[src/rtl/ex_stage.sv]
// ex_stage: execute stage of the five-stage MIPS pipeline.
// Decodes ALU control, runs the ALU, computes the branch target and
// latches everything into the EX/MEM pipeline register.
// Optional operand forwarding from EX/MEM and MEM/WB is enabled by
// defining the macro EX_FORWARD_EN; without it the forwarding ports
// are present but ignored.
module ex_stage #(
  parameter int WIDTH = 32
) (
  input  logic             clk,
  input  logic             rst,
  input  logic             stall,
  input  logic             flush,
  input  logic [1:0]       wb_in,
  input  logic [2:0]       mem_in,
  input  logic [3:0]       ex_in,
  input  logic [WIDTH-1:0] npc_in,
  input  logic [WIDTH-1:0] rdata1,
  input  logic [WIDTH-1:0] rdata2,
  input  logic [WIDTH-1:0] imm,
  input  logic [4:0]       rs,
  input  logic [4:0]       rt,
  input  logic [4:0]       rd,
  input  logic             exmem_regwrite,
  input  logic [4:0]       exmem_rd,
  input  logic [WIDTH-1:0] exmem_result,
  input  logic             memwb_regwrite,
  input  logic [4:0]       memwb_rd,
  input  logic [WIDTH-1:0] memwb_result,
  output logic [1:0]       wb_out,
  output logic [2:0]       mem_out,
  output logic [WIDTH-1:0] branch_target,
  output logic             zero,
  output logic [WIDTH-1:0] alu_result,
  output logic [WIDTH-1:0] store_data,
  output logic [4:0]       dst_reg,
  output logic             bad_funct
);

  typedef enum logic [2:0] {
    ALU_ADD,
    ALU_SUB,
    ALU_AND,
    ALU_OR,
    ALU_SLT,
    ALU_BAD
  } alu_op_e;

  localparam logic [5:0] FUNCT_ADD = 6'b100000;
  localparam logic [5:0] FUNCT_SUB = 6'b100010;
  localparam logic [5:0] FUNCT_AND = 6'b100100;
  localparam logic [5:0] FUNCT_OR  = 6'b100101;
  localparam logic [5:0] FUNCT_SLT = 6'b101010;

  logic             regdst;
  logic [1:0]       aluop;
  logic             alusrc;
  logic [5:0]       funct;
  logic [WIDTH-1:0] op_a;
  logic [WIDTH-1:0] fwd_b;
  logic [WIDTH-1:0] op_b;
  alu_op_e          alu_op;
  logic [WIDTH-1:0] alu_next;
  logic [WIDTH-1:0] target_next;

  assign regdst = ex_in[3];
  assign aluop  = ex_in[2:1];
  assign alusrc = ex_in[0];
  assign funct  = imm[5:0];

`ifdef EX_FORWARD_EN
  // Operand forwarding: EX/MEM wins over MEM/WB; register 0 never forwards.
  always_comb begin
    // NOTE: every combinational output gets a default first so no latch is inferred.
    op_a  = rdata1;
    fwd_b = rdata2;
    if (exmem_regwrite && exmem_rd != 5'd0 && exmem_rd == rs)
      op_a = exmem_result;
    else if (memwb_regwrite && memwb_rd != 5'd0 && memwb_rd == rs)
      op_a = memwb_result;
    if (exmem_regwrite && exmem_rd != 5'd0 && exmem_rd == rt)
      fwd_b = exmem_result;
    else if (memwb_regwrite && memwb_rd != 5'd0 && memwb_rd == rt)
      fwd_b = memwb_result;
  end
`else
  assign op_a  = rdata1;
  assign fwd_b = rdata2;

  // Forwarding ports and rs are intentionally ignored in this build.
  logic unused_fwd;
  assign unused_fwd = ^{rs, exmem_regwrite, exmem_rd, exmem_result,
                        memwb_regwrite, memwb_rd, memwb_result};
`endif

  assign op_b = alusrc ? imm : fwd_b;

  // ALU control decode from aluop and funct.
  always_comb begin
    alu_op = ALU_ADD;
    unique case (aluop)
      2'b00: alu_op = ALU_ADD;
      2'b01: alu_op = ALU_SUB;
      2'b11: alu_op = ALU_ADD;
      2'b10: begin
        unique case (funct)
          FUNCT_ADD: alu_op = ALU_ADD;
          FUNCT_SUB: alu_op = ALU_SUB;
          FUNCT_AND: alu_op = ALU_AND;
          FUNCT_OR:  alu_op = ALU_OR;
          FUNCT_SLT: alu_op = ALU_SLT;
          default:   alu_op = ALU_BAD;
        endcase
      end
      default: alu_op = ALU_ADD;
    endcase
  end

  // ALU datapath; an unsupported funct yields zero.
  always_comb begin
    alu_next = '0;
    unique case (alu_op)
      ALU_ADD: alu_next = op_a + op_b;
      ALU_SUB: alu_next = op_a - op_b;
      ALU_AND: alu_next = op_a & op_b;
      ALU_OR:  alu_next = op_a | op_b;
      ALU_SLT: alu_next = {{(WIDTH-1){1'b0}}, ($signed(op_a) < $signed(op_b))};
      ALU_BAD: alu_next = '0;
      default: alu_next = '0;
    endcase
  end

  assign target_next = npc_in + {imm[WIDTH-3:0], 2'b00};

  // EX/MEM pipeline register: rst > flush > stall > load.
  always_ff @(posedge clk) begin
    // NOTE: sequential state uses non-blocking assignments so every register samples pre-edge values.
    if (rst) begin
      wb_out        <= '0;
      mem_out       <= '0;
      branch_target <= '0;
      zero          <= 1'b0;
      alu_result    <= '0;
      store_data    <= '0;
      dst_reg       <= '0;
      bad_funct     <= 1'b0;
    end else if (flush) begin
      // Bubble: control cleared, datapath loads but is meaningless.
      wb_out        <= '0;
      mem_out       <= '0;
      bad_funct     <= 1'b0;
      branch_target <= target_next;
      zero          <= (alu_next == '0);
      alu_result    <= alu_next;
      store_data    <= fwd_b;
      dst_reg       <= regdst ? rd : rt;
    end else if (!stall) begin
      wb_out        <= wb_in;
      mem_out       <= mem_in;
      bad_funct     <= (alu_op == ALU_BAD);
      branch_target <= target_next;
      zero          <= (alu_next == '0);
      alu_result    <= alu_next;
      store_data    <= fwd_b;
      dst_reg       <= regdst ? rd : rt;
    end
  end

endmodule

[config.mk]
export PLATFORM = sky130hd
export DESIGN_NAME = ex_stage
export DESIGN_NICKNAME = d
export VERILOG_FILES = /design/src/rtl/ex_stage.sv
export SDC_FILE = /design/constraint.sdc
export NUM_CORES = 1
export LEC_CHECK = 0
export BUFFER_PORTS_ARGS = -buffer_cell sky130_fd_sc_hd__buf_2
export CORE_MARGIN = 2
export CORE_UTILIZATION = 40
export CTS_CLUSTER_SIZE = 20
export DETAILED_ROUTE_END_ITERATION = 8
export SYNTH_ARGS = -nofsm -noshare
export SYNTH_HDL_FRONTEND = slang
export SYNTH_SLANG_ARGS = --single-unit
[constraint.sdc]
create_clock -name clk -period 6.1 [get_ports clk]
set_input_delay 1.22 -clock clk [delete_from_list [all_inputs] [get_ports clk]]
set_output_delay 1.22 -clock clk [all_outputs]
set_load 0.03 [all_outputs]
# --- After elaboration in Yosys (flattened, before gate mapping) ---
# Index checks and enable logic that the tools add are counted.
totals:
  ff_bits: 108
  in_bits: 232
  out_inout_bits: 108
  elab_cells: 48
op_classes:
  addsub: 3
  order_cmp: 1
  n_eq_ne: 14
  muxes: 15
  bitwise_logic: 2
  reduce_logical: 5
ops:
  columns: ["operator", "n"]
  rows:
  - ["32-bit two-way mux", 7]
  - ["32-bit one-hot mux with 5 select lines", 1]
  - ["32-bit adder", 2]
  - ["32-bit AND", 1]
  - ["32-bit zero test", 1]
  - ["32-bit less-than comparator", 1]
  - ["32-bit OR", 1]
  - ["32-bit subtractor", 1]
  - ["6-bit == test (second input constant)", 5]
  - ["5-bit two-way mux", 3]
  - ["3-bit one-hot mux with 5 select lines", 1]
  - ["3-bit one-hot mux with 3 select lines", 1]
  - ["3-bit by 2-bit == test with 1-bit output (second input constant)", 2]
  - ["3-bit == test (second input constant)", 2]
  - ["2-bit == test (second input constant)", 2]
  - ["2-bit OR reduction", 2]
  - ["3-bit by 1-bit == test with 1-bit output (second input constant)", 1]
  - ["3-bit zero test", 1]
  - ["2-bit by 1-bit == test with 1-bit output (second input constant)", 1]
  - ["2-bit zero test", 1]
  - ["1-bit two-way mux", 2]
  - ["2-bit by 1-bit inequality test with 1-bit output (second input constant)", 1]

# --- Depth between registers and ports, before layout ---
# Gate-level depths: netlist of the first run.
depth:
  word_depth: 8
  mapped_depth: 18
  ltp_nobuf: 16

# --- Worst setup path after synthesis of the first run ---
# OpenSTA, ideal clock, no wires.
synth_path:
  kind: "input -> register"
  from: "input port ex_in[0]"
  to: "register zero"
  setup_ns: 0.069
  arrival_time_ns: 4.971
  required_ns: 6.031
  slack_ns: 1.060
  cell_stages: 17
  path_buffers: 2
  path_cell_list: "clkbuf_1 buf_1 mux2i_1 inv_1 ha_1 fa_1 a211oi_2 o21ai_1 a2111oi_2 o21bai_2 a221oi_4 o21ai_1 a211oi_1 o22ai_1 nor4_2 nand4_1 o21ai_1"
synth_between:
  elab_chain_len: 6
  elab_cells_between_ends: 10
  cone_classes: "add/sub (2); order compare (1); mux (4); bitwise (2); reduce/logical (1)"
synth_rtl:
  columns: ["element", "line_no", "text"]
  rows:
  - ["start, declared", "16", "input logic [3:0] ex_in,"]
  - ["32-bit two-way mux *", "96", "assign op_b = alusrc ? imm : fwd_b;"]
  - ["32-bit subtractor, or another cell as far along", "124", "ALU_SUB: alu_next = op_a - op_b;"]
  - ["32-bit one-hot mux with 5 select lines *", "122", "unique case (alu_op)"]
  - ["32-bit zero test *", "153, 162", null]
  - ["1-bit two-way mux", "157", "end else if (!stall) begin"]
  - ["1-bit two-way mux *", "147", "end else if (flush) begin"]
  - ["end signal, assigned", "153", "zero <= (alu_next == '0);"]
  - ["end signal, assigned", "162", "zero <= (alu_next == '0);"]
  - ["end, declared", "33", "output logic zero,"]
# Mark *: on every way between the ends. The rest lies on a longest branch, timed or not. The select of a mux whose other input is x is not followed.
# A chain may end at the register's enable or synchronous reset.

# --- Worst setup path in the final report of the first run ---
# Same ends and word-level chain as after synthesis.

==> results of run 1 <==
worst max-delay path, delay by kind of cell:
| family | cells | cell delay, ps |
|---|---|---|
| AOI/OAI and AO/OA | 5 | 1400 |
| adders and majority gates | 1 | 440 |
| buffers and inverters | 2 | 880 |
| muxes | 1 | 540 |
| and+or+nand+nor | 6 | 1190 |
through the flow:
stage            util  hold slack (ps)
3_3_place_gp   0.4639            435.9
4_1_cts        0.4744            450.2
2_1_floorplan       -            569.6
6_report       0.4745            449.3
5_1_grt        0.4744            465.7
3_5_place_dp   0.4639            440.4
per-layer routing:
layer | track usage | wire [um] | up-vias
li1 | - | - | 5849
met1 | 0.3458 | 17210 | 5579
met2 | 0.4439 | 18690 | 492
met3 | 0.05775 | 3392 | 64
met4 | 0.08843 | 1323 | 2
met5 | 0 | 12 | -
Yosys cell counts, drive strengths merged (11+ instances only):
library cell	instances	share of area
a21oi	156	0.071
nor4	11	0.0073
nor2b	22	0.012
nand3	23	0.011
xnor2	24	0.019
clkbuf	64	0.021
o21a	11	0.0074
nand2b	14	0.0078
nor3	33	0.016
or3	12	0.0067
and3	13	0.0073
dfxtp	108	0.19
nand4	13	0.0073
inv	116	0.039
o21ai	56	0.025
a31oi	11	0.0062
o221ai	12	0.0094
nor2	164	0.055
a211oi	58	0.039
mux2i	48	0.043
o21bai	17	0.012
o31ai	15	0.011
ha	139	0.16
nand2	167	0.056
buf	28	0.013
a21o	25	0.017
o211ai	15	0.010
power by group:
part           switching, mW  total [mW]  internal (mW)
registers             0.0351       0.810          0.775
clock network          0.287       0.616          0.329
logic                  0.852        1.33          0.474
how the worst max path moves through the flow:
stage | startpoint | to | slack [ps] | cells past startpoint
global route | ex_in[0] | zero | 560 | 15
finish | ex_in[0] | zero | 710 | 15
CTS | ex_in[0] | zero | 830 | 14
floorplan | ex_in[0] | zero | 1060 | 17
detailed placement | ex_in[0] | zero | 460 | 14
global placement | ex_in[0] | zero | 490 | 14
logic make-up after synthesis:
family,count (synthesis),share of synthesized area
and+or+nand+nor,511,0.2138
AOI/OAI and AO/OA,472,0.2908
buffers and inverters,208,0.07308
adders and majority gates,142,0.1609
DFF,108,0.1934
muxes,50,0.04533
xor gates and xnor gates,29,0.02272
layout make-up:
cell class                 instances  area, um2  area share
clock buffer                      11      242.7     0.01852
tap                              378      473.0     0.03608
multi-input combinational       1204       8234      0.6281
inverter                         116      435.4     0.03322
timing repair buffer             287       1511      0.1153
sequential                       108       2162      0.1649
antenna                            1      2.502   0.0001909
clock inverter                     3      47.55    0.003627
==> metrics list, run 1 <==
* Clock tree from TritonCTS: done
* Class of the most critical hold timing path: flip-flop to flip-flop
- The number of hold-slack violations in the final timing report is 0.
* Count of flip-flops with a built-in enable after synthesis: 0
- Number of distinct library cells after synthesis: 96
* DIE HEIGHT: 171.2 um
- Power comes to 2.752 mW.
- The count of nets left with antenna violations once routing finished came out at 0.
- Clock transition at the registers of the reported paths: roughly 70 ps
- Critical Path Most Common Cell: sky130_fd_sc_hd__nor2_1
* Row count: 61
* Fraction of final layout cells sized beyond drive strength 1: 0.1955
* Clk sinks: 108
- Placement Setup Slack: 458.4 ps
- Using the TritonRoute via totals, the vias-per-cell ratio works out to between 5 and 6.
- Power per cell area: 209.9 mW/mm2
* Portion of the clock cycle consumed by the worst path in the final layout: 0.8831
- The layout has 2890 filler cells.
* Largest net degree at the start of global routing: 76
* CP Data Arrival Time: 5680 ps
- Setup repair after global routing left no endpoint under its margin.
- Global route overflow: 0
* Clk_lat worst skew: 360 ps
- In the final layout, the registers with the most flip-flops are alu_result x32, branch_target x32, store_data x32.
- Max_cap viols: 0
- For this run, the leading register cell type out of synthesis is sky130_fd_sc_hd__dfxtp_1.
* Post-route clock skew: 0 ps
* Startpoint kind of the worst setup timing path: input pin
- Highest-delay cell along the critical path: sky130_fd_sc_hd__mux2i_1
* Hold Crit Depth: 2
* Number of gates given a new drive strength after cts: 0
- In the layout the commonest cells are sky130_fd_sc_hd__buf_2 (257), sky130_fd_sc_hd__nand2_1 (167), sky130_fd_sc_hd__nor2_1 (164).
- Post-route worst setup slack: ~710 ps
* VDD IR max: approximately 130 uV
- Maximum net fanout on the critical path: 17
* FFs w/ async S/R, synth: 0
* Area of all placed cells without fillers: 0.01311 mm2
* Floorplan core area: 0.02763 mm2
* Count of input and output buffers: about 260
- Synthesis produced a netlist with a net count of 1894.
* Reg2Reg Setup Slack: ~5300 ps
* Drt drc: 0
* Highest clock rate: between 150 and 200 MHz
- Worst slew slack as a fraction of its limit: 0.2280
- Counting I/O delays and the setup requirement, the final critical path takes between 5000 and 6000 ps.
- First-iteration detailed-routing DRC count: 940
* Cell area after synthesis: 0.01118 mm2
- I/O pin total: 340
* Post-CTS setup-driven buffer insertion count: 0
- Share of the yosys chip area belonging to registers: 0.1934
- Leaving out filler cells and counting taps, the final layout contains approximately 2100.
- Compared with the post-synthesis result, the final layout area differs by 17.26%.
* Warnings, synthesis: 0
- Mean cell area of the mapped netlist: between 7 and 8 um2
* CTS hold repair buffers: 0
* Final count of negative-setup-slack endpoints: 0
- Maximum clock path buffer count: 2
* Maximum cell stage delay along the critical path: about 540 ps
- Worst reg2reg endpoint: alu_result[25]
- The clock tree synthesis step divided the H-tree into 3 levels.
- The library cell used most frequently in the layout, excluding fill and tap cells, is sky130_fd_sc_hd__buf_2.
- Clock tree root driver cell: sky130_fd_sc_hd__clkbuf_16
* Area of the die: between 0.02 and 0.03 mm2
- The flow ran to the end, and the final reports show no timing, DRC or antenna violations.
* Setup tns final: 0 ps
- The startpoint identified for the worst register-to-register timing path is alu_result[25].
* Chain of cells forming the critical path: buf_2, buf_4, mux2i_1, ha_1, nand3b_1, nor2_1, o2111ai_1, a31oi_1, or2_2, nor2_1, o31ai_1, a41oi_1, and4b_1, nand4_1, o21ai_1
* Routed wire length per instance: 19.27 um
* Count of vias placed by the detailed router: 11990
* Worst min-delay path startpoint: store_data[9]
- STA classifies the critical path endpoint as a flip-flop.
* Mapped Cells: 1520
- Hold Path Sink: store_data[9]
- Length of the first detailed-routing pass in iterations: 8
- At the end of routability-driven placement, the weighted congestion stood at 0.9536.
- The routed design has 40.62 mm of wire.
- Number of global-route vias before repair: 11000
- Num CTS Buffers: 9
* Leakage component of the power: 6.397 nW
- Including well taps, the total number of placed cells is 2093.
- Detailed-placement wirelength estimate: 32.10 mm
- The worst register-to-register path has a depth of 2.
- Worst-margin pin slew: 1150 ps
* Die W: about 170 um
- Initial core utilization: 0.4046
- The first global-routing pass estimated 61.34 mm of wire.
- Pins over their slew limit: 0
* Initial antenna violation count: 2
- The synthesized design contains ~110 register bits.
* Post-Place Cell Area: 0.01282 mm2
- Total routing usage reported by global routing: 0.2680
- After the last flow step, the layout net total stands at 2100.
* Kind of critical path: input pin to flip-flop
- Critical Path RT: 6400 ps
Power figures use the tool's default switching activity.
==> inputs of run 2 (changes only) <==
CELL_PAD_IN_SITES_DETAIL_PLACEMENT = 1   (was default)
CELL_PAD_IN_SITES_GLOBAL_PLACEMENT = 1   (was default)
CORE_UTILIZATION = 38   (was 40)
PLACE_DENSITY_LB_ADDON = 0.1   (was default)
==> metrics list, run 2 (synthesis results as in run 1) <==
* Max_cap viols: 0
* Highest-count cells in the layout ignoring fill and taps: sky130_fd_sc_hd__buf_2 (257), sky130_fd_sc_hd__nand2_1 (167), sky130_fd_sc_hd__nor2_1 (164)
- Worst min-delay path startpoint: branch_target[26]
- For this design the top-level I/O count stands at 340.
- Final count of negative-setup-slack endpoints: 0
* Post-Place Cell Area: 0.01293 mm2
* CP Data Arrival Time: 5640 ps
- TritonCTS created 9 clock buffers.
- In the routed layout, each cell is associated on average with a via count of 5.719.
* Global route overflow: 0
- Of the available clock period, the critical path in the final layout requires 0.8754.
* Unrepaired setup endpoints after global routing: false
* Routed wire length per instance: 20.84 um
* Fraction of final layout cells sized beyond drive strength 1: 0.2020
- Critical Path Most Common Cell: sky130_fd_sc_hd__buf_4
* Count of input and output buffers: between 200 and 300
- Worst reg2reg endpoint: branch_target[31]
* Die W: 175.5 um
* Crit path capture type: flip-flop
- Detailed-placement wirelength estimate: 35.59 mm
- CTS H-tree lvls: 3
- Relative to the synthesized area, the layout overhead comes to 18.67%.
- VDD IR max: 149.9 uV
* Kind of critical path: input pin to flip-flop
- For this run, the detailed router's first-pass iteration total came to 5.
- Detailed-route wire length: approximately 44 mm
- Reg2Reg Setup Slack: ~5300 ps
* Worst-margin pin slew: 1065 ps
* DIE HEIGHT: around 180 um
- Total routing usage reported by global routing: 0.2854
- The clock arrives with 0 ps of skew.
- Hold is met by 449.4 ps.
- Highest-delay cell along the critical path: sky130_fd_sc_hd__mux2i_1
* Maximum net fanout on the critical path: 17
- Most common library cell in the layout ignoring fill and taps: sky130_fd_sc_hd__buf_2
* Largest net degree at the start of global routing: 87
- Leakage component of the power: 6.477 nW
- Highest clock rate: 187.3 MHz
- The root buffer cell chosen for the clock tree is sky130_fd_sc_hd__clkbuf_16.
* Area taken by multi-input logic gates: 0.008234 mm2
- Number of global-route vias before repair: 12260
- Clock transition at the registers of the reported paths: around 80 ps
- Startpoint of the worst register-to-register path: branch_target[31]
- The floorplan has 62 rows.
- Area of the die: 0.03081 mm2
* Hold Crit Depth: 2
- In this run, the number of DRC markers left after iteration 0 of detailed routing was 798.
- Maximum cell stage delay along the critical path: 590 ps
* Depth of the worst register-to-register path: 2
- Startpoint kind of the worst setup timing path: input pin
- The count of pins over their slew limit came to 0.
* Register area: about 0.0022 mm2
* Hold Path Sink: branch_target[26]
- Layout filler cell count: approximately 3800
* Post-CTS setup-driven buffer insertion count: 0
- Count of vias placed by the detailed router: about 12000
- The first global-routing pass estimated 68.93 mm of wire.
* Floorplan core area: around 0.029 mm2
* Initial core utilization: 0.3874
- The detail route stage leaves a number of antenna-violating nets equal to 0.
- Maximum clock path buffer count: 2
* Area of all placed cells without fillers: 0.01327 mm2
- Clk_lat worst skew: 370 ps
- Final estimated routing congestion in global placement: roughly 0.93
- Measured against its own limit, the worst slew margin works out to 0.2900.
- Number of gates given a new drive strength after cts: 0
- In the final timing run, aggregate negative setup slack is 0 ps.
- Final Hold Viols: 0
- Biggest registers after layout: alu_result x32, branch_target x32, store_data x32
* Net count, final: 2112
* Clk sinks: roughly 110
* Drt drc: 0
- Class of the most critical hold timing path: flip-flop to flip-flop
* Crit path time final: 5340 ps
- Critical Path RT: between 6000 and 7000 ps
* Clock tree from TritonCTS: done
- Initial antenna violation count: 8
- The run finished with clean final reports.
* Chain of cells forming the critical path: buf_2, buf_4, buf_4, mux2i_1, ha_1, nor2b_1, o21ai_0, a21boi_0, nor2_1, o21a_1, a311oi_1, a2bb2oi_1, o221a_1, and3_1, nand3_1, o21ai_1
- Final total power: about 2.8 mW
- CTS hold repair buffers: 0
- Power spread over the standard cell area amounts to 214.7 mW/mm2.
run 2: worst max-delay path, delay by kind of cell:
kind	cells	cell delay [ps]
AOI/OAI and AO/OA	7	1780
adders and majority gates	1	500
buffers and inverters	3	890
muxes	1	590
and+or+nand+nor	4	640
run 2: worst max path at each step:
| stage | endpoint | start | depth (start not counted) |
|---|---|---|---|
| floorplan | zero | ex_in[0] | 17 |
| global placement | zero | ex_in[0] | 16 |
| detailed placement | zero | ex_in[0] | 16 |
| CTS | zero | ex_in[0] | 16 |
| global route | zero | ex_in[0] | 16 |
| finish | zero | ex_in[0] | 16 |
run 2: layout make-up:
type / instances / area share
clock buffer: 11 / 0.01830
sequential: 108 / 0.1630
multi-input combinational: 1204 / 0.6207
tap: 384 / 0.03622
antenna: 6 / 0.001132
timing repair buffer: 299 / 0.1217
clock inverter: 5 / 0.006225
inverter: 116 / 0.03282
run 2: power breakdown:
part | leakage (nW) | switching [mW] | total, mW | internal [mW]
logic | 5.42 | 0.874 | 1.36 | 0.486
clock network | 0.161 | 0.303 | 0.678 | 0.375
registers | 0.896 | 0.0352 | 0.810 | 0.775
run 2: layer usage:
| layer | up-vias | track usage | share of wire |
|---|---|---|---|
| met2 | 361 | 0.4833 | 0.47 |
| met3 | 74 | 0.05996 | 0.061 |
| met1 | 5888 | 0.3535 | 0.43 |
| li1 | 5869 | - | - |
| met5 | - | 0 | 0.00081 |
| met4 | 6 | 0.1133 | 0.041 |
run 2: per-stage QoR:
stage | setup slack [ps] | utilization | instances
3_5_place_dp | 454.0 | 0.4479 | 2111
5_1_grt | 443.9 | 0.4594 | 2129
6_report | 759.9 | 0.4597 | 2133
4_1_cts | 824.7 | 0.4592 | 2127
2_1_floorplan | 1060 | - | 1520
3_3_place_gp | 561.5 | 0.4479 | 2111
